===== config.mk =====
export PLATFORM = sky130hd
export DESIGN_NAME = ram_access_unit
export DESIGN_NICKNAME = d
export VERILOG_FILES = /design/src/rtl/ram_access_unit.sv
export SDC_FILE = /design/constraint.sdc
export NUM_CORES = 1
export LEC_CHECK = 0
export ABC_AREA = 0
export CAP_MARGIN = 10
export CORE_MARGIN = 3
export CORE_UTILIZATION = 52
export CTS_BUF_LIST = sky130_fd_sc_hd__clkbuf_8
export DETAILED_ROUTE_END_ITERATION = 10
export MAX_ROUTING_LAYER = met4
export PLACE_DENSITY = 0.92
export SETUP_SLACK_MARGIN = 0.02
export SYNTH_ARGS = -nofsm -noshare
export SYNTH_HDL_FRONTEND = slang
export SYNTH_SLANG_ARGS = --single-unit

===== constraint.sdc =====
create_clock -name clk -period 5.56 [get_ports clk]
set_clock_uncertainty 0.05 [all_clocks]
set_input_delay 0.834 -clock clk [delete_from_list [all_inputs] [get_ports clk]]
set_output_delay 0.834 -clock clk [all_outputs]
set_load 0.05 [all_outputs]

===== src/rtl/ram_access_unit.sv =====
// ram_access_unit
// ---------------
// Load/store front end between a RISC-V memory stage and a word-addressed RAM
// whose read port is combinational. Byte-addressed LB/LH/LW/LBU/LHU/SB/SH/SW
// requests become word accesses. Sub-word stores use a read-modify-write
// sequence. Misaligned, out-of-range and illegal-funct3 requests are rejected
// without any RAM access.
//
// Ports:
//   clk, resetN              clock (rising edge), async active-low reset
//   reqValid / reqReady      request handshake (accepted when both are high)
//   reqStore, reqFunct3      store flag and RISC-V funct3 (size / signedness)
//   reqAddr, reqWData        byte address and store data
//   respValid                one-cycle completion pulse
//   respData, respError      load result (0 for stores/errors), reject flag
//   ramAddress, ramDataIn    word index and write data towards the RAM
//   ramWriteEnable           single-cycle write strobe
//   ramDataOut               combinational read data from the RAM
module ram_access_unit #(
  parameter int Height = 256,
  parameter int Length = 32,
  localparam int AW = $clog2(Height)
) (
  input  logic              clk,
  input  logic              resetN,
  input  logic              reqValid,
  output logic              reqReady,
  input  logic              reqStore,
  input  logic [2:0]        reqFunct3,
  input  logic [31:0]       reqAddr,
  input  logic [Length-1:0] reqWData,
  output logic              respValid,
  output logic [Length-1:0] respData,
  output logic              respError,
  output logic [AW-1:0]     ramAddress,
  output logic [Length-1:0] ramDataIn,
  output logic              ramWriteEnable,
  input  logic [Length-1:0] ramDataOut
);

  typedef enum logic [1:0] {IDLE, READ, WRITE, DONE} state_t;

  localparam logic [29:0] HEIGHT_WORDS = 30'(Height);

  state_t      state_reg;
  logic        store_reg;
  logic [2:0]  funct3_reg;
  logic [1:0]  offset_reg;   // byte offset within the word
  logic [15:0] wdata_reg;    // only the low half is needed for SB/SH merges

  logic illegal_next;
  logic misaligned_next;
  logic out_of_range_next;
  logic error_next;

  // Classification of the request currently offered on the request port.
  always_comb begin
    illegal_next = 1'b1;
    if (reqStore) begin
      case (reqFunct3)
        3'b000, 3'b001, 3'b010: illegal_next = 1'b0;
        default:                illegal_next = 1'b1;
      endcase
    end else begin
      case (reqFunct3)
        3'b000, 3'b001, 3'b010, 3'b100, 3'b101: illegal_next = 1'b0;
        default:                                illegal_next = 1'b1;
      endcase
    end
    misaligned_next   = ((reqFunct3[1:0] == 2'b01) && reqAddr[0]) ||
                        ((reqFunct3[1:0] == 2'b10) && (reqAddr[1:0] != 2'b00));
    out_of_range_next = (reqAddr[31:2] >= HEIGHT_WORDS);
    error_next        = illegal_next || misaligned_next || out_of_range_next;
  end

  // Select the addressed byte/halfword and extend it according to funct3.
  function automatic logic [31:0] load_extract(input logic [31:0] word,
                                               input logic [2:0]  f3,
                                               input logic [1:0]  off);
    logic [31:0] shifted;
    shifted = word >> {off, 3'b000};
    case (f3)
      3'b000:  load_extract = {{24{shifted[7]}}, shifted[7:0]};
      3'b100:  load_extract = {24'h0, shifted[7:0]};
      3'b001:  load_extract = {{16{shifted[15]}}, shifted[15:0]};
      3'b101:  load_extract = {16'h0, shifted[15:0]};
      default: load_extract = word;
    endcase
  endfunction

  // Replace one byte or halfword lane of the old word (little-endian lanes).
  function automatic logic [31:0] store_merge(input logic [31:0] old_word,
                                              input logic        is_half,
                                              input logic [1:0]  off,
                                              input logic [15:0] wd);
    logic [31:0] mask;
    logic [31:0] data;
    if (is_half) begin
      mask = 32'h0000_FFFF << {off[1], 4'b0000};
      data = {16'h0, wd} << {off[1], 4'b0000};
    end else begin
      mask = 32'h0000_00FF << {off, 3'b000};
      data = {24'h0, wd[7:0]} << {off, 3'b000};
    end
    store_merge = (old_word & ~mask) | (data & mask);
  endfunction

  always_ff @(posedge clk or negedge resetN) begin
    if (!resetN) begin
      state_reg      <= IDLE;
      store_reg      <= 1'b0;
      funct3_reg     <= 3'b000;
      offset_reg     <= 2'b00;
      wdata_reg      <= 16'h0;
      reqReady       <= 1'b1;
      respValid      <= 1'b0;
      respData       <= '0;
      respError      <= 1'b0;
      ramAddress     <= '0;
      ramDataIn      <= '0;
      ramWriteEnable <= 1'b0;
    end else begin
      // Pulses default low; they are raised only on the transition that needs them.
      respValid      <= 1'b0;
      ramWriteEnable <= 1'b0;
      case (state_reg)
        IDLE: begin
          if (reqValid) begin
            store_reg  <= reqStore;
            funct3_reg <= reqFunct3;
            offset_reg <= reqAddr[1:0];
            wdata_reg  <= reqWData[15:0];
            reqReady   <= 1'b0;
            if (error_next) begin
              state_reg <= DONE;
              respValid <= 1'b1;
              respError <= 1'b1;
              respData  <= '0;
            end else begin
              ramAddress <= reqAddr[AW+1:2];
              if (reqStore && (reqFunct3[1:0] == 2'b10)) begin
                // Full-word store needs no read: go straight to the write cycle.
                state_reg      <= WRITE;
                ramDataIn      <= reqWData;
                ramWriteEnable <= 1'b1;
              end else begin
                state_reg <= READ;
              end
            end
          end
        end
        READ: begin
          if (!store_reg) begin
            state_reg <= DONE;
            respValid <= 1'b1;
            respError <= 1'b0;
            respData  <= load_extract(ramDataOut, funct3_reg, offset_reg);
          end else begin
            // The old word is merged as it is read, so the write cycle only
            // has to present the prepared word.
            state_reg      <= WRITE;
            ramDataIn      <= store_merge(ramDataOut, funct3_reg[0], offset_reg, wdata_reg);
            ramWriteEnable <= 1'b1;
          end
        end
        WRITE: begin
          state_reg <= DONE;
          respValid <= 1'b1;
          respError <= 1'b0;
          respData  <= '0;
        end
        DONE: begin
          state_reg <= IDLE;
          reqReady  <= 1'b1;
        end
        default: begin
          state_reg <= IDLE;
          reqReady  <= 1'b1;
        end
      endcase
    end
  end

endmodule


After elaboration in Yosys (flattened, before gate mapping)
Cells that the tools add are included.
{"block": "classes", "n_lt_le_gt_ge": 1, "eq_ne": 18, "shift": 5, "mux": 39, "n_bitwise": 5, "reduce_logical": 20}
{"operator": "2-to-1 mux 32 bit", "count": 13}
{"operator": "case mux 32 bit (4 select lines)", "count": 1}
{"operator": "case mux 32 bit (3 select lines)", "count": 1}
{"operator": "bitwise AND 32 bit", "count": 2}
{"operator": "case mux 32 bit (2 select lines)", "count": 1}
{"operator": "inverter 32 bit", "count": 1}
{"operator": "OR 32 bit", "count": 1}
{"operator": "left shift 16 x 5 -> 32 bit", "count": 1}
{"operator": "left shift 16 x 5 -> 32 bit, first input constant", "count": 1}
{"operator": "left shift 8 x 5 -> 32 bit", "count": 1}
{"operator": "left shift 8 x 5 -> 32 bit, first input constant", "count": 1}
{"operator": "right shift 32 x 5 -> 16 bit", "count": 1}
{"operator": ">= comparator 30 x 9 -> 1 bit, second input constant", "count": 1}
{"operator": "2-to-1 mux 1 bit", "count": 15}
{"operator": "equality test 3 bit, second input constant", "count": 4}
{"operator": "inequality test 2 bit, second input constant", "count": 6}
{"operator": "case mux 2 bit (4 select lines)", "count": 1}
{"operator": "equality test 2 bit, second input constant", "count": 3}
{"operator": "equality test 3 x 1 -> 1 bit, second input constant", "count": 2}
{"operator": "logical NOT 3 bit", "count": 2}
{"operator": "2-to-1 mux 2 bit", "count": 3}
{"operator": "case mux 1 bit (3 select lines)", "count": 2}
{"operator": "nonzero test 2 bit", "count": 3}
{"operator": "AND reduction 5 bit", "count": 1}
{"operator": "13 further kinds", "count": 20}
{"block": "totals", "register_bits": 100, "output_inout_bits": 76, "elab_cells": 100}

Logic depth before layout (Yosys ltp)
{"block": "depth", "word_depth": 9, "mapped_depth": 9, "ltp_nobuf": 7}

Worst setup path after synthesis
No wires, ideal clock.
{"block": "synth_timing", "kind": "in2reg", "start": "input reqAddr[11]", "end": "register ramAddress[0]", "setup_ns": 0.125, "arrival_time_ns": 2.227, "t_required_ns": 5.385, "setup_slack_ns": 3.158, "stages": 6, "path_buffers": 1, "path_cell_list": "nor4_1 -> nand4_1 -> nor3b_1 -> and3_1 -> buf_4 -> mux2_2"}
{"block": "synth_via", "elab_chain_len": 4}
{"element": "start, declared", "line": "30", "source": "input logic [31:0] reqAddr,"}
{"element": ">= comparator 30 x 9 -> 1 bit", "line": "72", "source": "out_of_range_next = (reqAddr[31:2] >= HEIGHT_WORDS);"}
{"element": "logical OR 1 bit", "line": "73", "source": "error_next = illegal_next || misaligned_next || out_of_range_next;"}
{"element": "inverter 1 bit (no line)"}
{"element": "AND reduction 3 bit (no line)"}
{"element": "end signal, assigned", "line": "140", "source": "ramAddress <= reqAddr[AW+1:2];"}
{"element": "end, declared", "line": "35", "source": "output logic [AW-1:0] ramAddress,"}
No other way between the ends.
A chain may end at the register's enable or synchronous reset.

Worst setup path after layout
{"block": "layout_timing", "start": "input reqValid", "end": "register respData[5]"}
{"block": "layout_via", "elab_chain_len": 2}
{"element": "start, declared", "line": "26", "source": "input logic reqValid,"}
{"element": "inequality test 2 bit (no line)"}
{"element": "AND reduction 4 bit (no line)"}
{"element": "end signal, assigned", "line": "157", "source": "respData <= load_extract(ramDataOut, funct3_reg, offset_reg);"}
{"element": "end, declared", "line": "33", "source": "output logic [Length-1:0] respData,"}
No other way between the ends.

==> flow_summary.ini <==
[timing]
min_period_ns = 3.31
fin_ws_ns = 2.25
rsz0062_at_grt = false
slew_headroom_pct = 23.8
period_share_pct = 59.5
setup_tns_ns = 0
finalSetupViolCount = 0
timing.fmax_ghz = 0.302
tightestPinTransition_ns = 1.14
slew_viol_final = 0
hold_viol = 0

[yosys]
yosys_warnings = 0
synth_seq_cells = 100
postSynthAreaPerCell_um2 = 11.1
synth_async_sr_flop_share_pct = 100
synth_area_um2 = 5600
synth_edf_count = 0
netlist_instances = 506
synth_fp_nets = 614
synth_flop_cell = dfrtp_1
ys_seq_area_share_pct = 44.7
synthDistinctLibCells = 50

[clock_network]
cts_resized = 0
cts_tree = yes
cts_buffers = 9
cts-root-buf = clkbuf_8
worstSkewPairLatency_ns = 0.37
cts_sinks = 100
post-cts-setup-buffers = 0
holdBufCountCts = 0
cts_max_level = 3
cts.clk_slew.worst_paths_ns = 0.10
clockBufferDepth = 2

[placed_design]
gp_congestion = 0.917
place_ws_ns = 1.89
dp.final_hpwl_um = 12400
port_buffers = 178

[global_route]
grt_pass1_vias = 4822
antenna_found_initial = 0
grt_overflow = 0
grt_usage_pct = 28.5
grt_max_degree = 62
grt_pass1_wl_um = 25600

[die]
die_area_um2 = 12000
dieHeight_um = 110
io-pin-count = 179
rows = 37
initial_core_util_pct = 53.7
coreArea_um2 = 10400
die_x_um = 110

[critical_path]
critPathLaunchType = primary input
cp.depth = 5
worstSetupPathType = primary input to register
r2r_start = state_reg[0]$_DFFE_PN0N_
max_stage_delay_ns = 0.79
reg2reg_depth = 6
crit_chain = clkdlybuf4s50_1, nand2_1, a21boi_2, nand2_4, a21bo_2
timing.rr.end = respData[5]$_DFFE_PN0P_
cp.required_ns = 5.77
critPathTopFamily = compound AO/OA/AOI/OAI gates
endpoint_kind = register
cp.arrival_ns = 3.52
rrSetupSlack_ns = 2.47
crit_path_top_delay_cell = a21boi_2
worstSetupStartpoint = reqValid
cp_num_buf_inv = 1
critPathMaxFanout = 33
endpoint = respData[5]$_DFFE_PN0P_

[routing]
via_per_inst = 6.06
antenna_left = 0
first_iter_violations = 458
drt-total-wl_um = 16300
drtPass1Iterations = 7
vias = 4876
wl_per_cell_um = 20.3
drc_errors = 0

[cells_and_area]
diodes = 0
utilization_pct = 72.6
area_growth_pct = 35.1
drive_above_1_share_pct = 19.0
final_cell_mix = clkdlybuf4s50_1, dfrtp_1, mux2_2
nets = 771
final_common_cell = clkdlybuf4s50_1

[pwr]
p_per_area_nw_per_um2 = 614
peakVddDrop_mv = 0.418
p_leak_uw = 0.00311

[worst_hold_path]
hold_path_class = primary input to async pin

[flow_run]
cap_violations = 0

[status]
status = finished clean
## how the worst min path moves through the flow
stage               cells after the start                startpoint  slack (ns)                        to
CTS                                     1                    resetN        0.39  respData[30]$_DFFE_PN0P_
detailed placement                      1  respData[11]$_DFFE_PN0P_        0.42  respData[11]$_DFFE_PN0P_
global route                            1                    resetN        0.42  respData[30]$_DFFE_PN0P_
floorplan                               2  state_reg[1]$_DFFE_PN0N_        0.45  state_reg[1]$_DFFE_PN0N_
finish                                  1                    resetN        0.38  respData[27]$_DFFE_PN0P_
global placement                        1  respData[19]$_DFFE_PN0P_        0.42  respData[19]$_DFFE_PN0P_
## logic make-up (layout without fill, tap and decap cells)
| group | Yosys count | in the layout | synth area share, % |
|---|---|---|---|
| mux | 108 | 108 | 21.5 |
| simple gates | 99 | 99 | 9.75 |
| compound gates | 150 | 150 | 18.9 |
| buf+inv | 44 | 206 | 4.09 |
| fa+ha+maj | 5 | 5 | 1.12 |
| flops | 100 | 100 | 44.7 |
## metal layers
metal	routed length (µm)	up-vias	track usage [%]
met1	6630	2354	38.4
met5	0	-	-
met4	634	0	12.6
met3	1340	55	4.70
li1	-	2210	-
met2	7740	257	42.8
## layout make-up
type                            instances  area, µm²
Multi-Input combinational cell        362       2870
Fill cell                             737       2850
Sequential cell                       100       2500
Timing Repair Buffer                  183       1820
Tap cell                              136        170
Clock buffer                            9        124
Clock inverter                          7       51.3
Inverter                                7       26.3
## worst register-to-register path, stage by stage, from the launching register on
cell	delay (ns)
dfrtp_1	0.43
inv_1	0.12
ha_1	0.26
nand2_1	0.64
a21boi_2	0.79
nand2_4	0.37
a21bo_2	0.32
## synth_stat cells (5+ instances only)
cell | instances | area [µm²]
o21ai_0 | 26 | 130
a211oi_1 | 8 | 60.1
and2_1 | 6 | 37.5
o2bb2ai_1 | 23 | 201
inv_1 | 5 | 18.8
clkbuf_1 | 20 | 75.1
mux2i_1 | 21 | 210
buf_2 | 9 | 45.0
nor2b_1 | 21 | 131
a21bo_2 | 7 | 70.1
nor4_1 | 5 | 31.3
ha_1 | 5 | 62.6
nand4_1 | 8 | 50.1
a22oi_1 | 30 | 225
mux2_2 | 86 | 968
nand2_1 | 23 | 86.3
o22ai_1 | 15 | 93.8
buf_6 | 6 | 67.6
dfrtp_1 | 99 | 2480
a21oi_1 | 25 | 125
nor2_1 | 20 | 75.1
## report_power, final
part	total [µW]	switching, µW	internal [µW]	leakage (µW)
sequential	1350	316	1030	0.00125
combinational	2870	1700	1170	0.00177
clock	431	265	166	0.0000908
## stage by stage
| stage | instance area (µm²) | power (µW) | cells | hold slack [ns] |
|---|---|---|---|---|
| after floorplan | 5600 | 3390 | 506 | 0.450 |
| after global placement | 7390 | 4110 | 788 | 0.421 |
| after detailed placement | 7390 | 4200 | 788 | 0.423 |
| after CTS | 7560 | 4640 | 804 | 0.390 |
| after global routing | 7560 | 4920 | 804 | 0.421 |
| final | 7560 | 4650 | 804 | 0.381 |
Note: power is estimated with default switching activity, not from simulation.
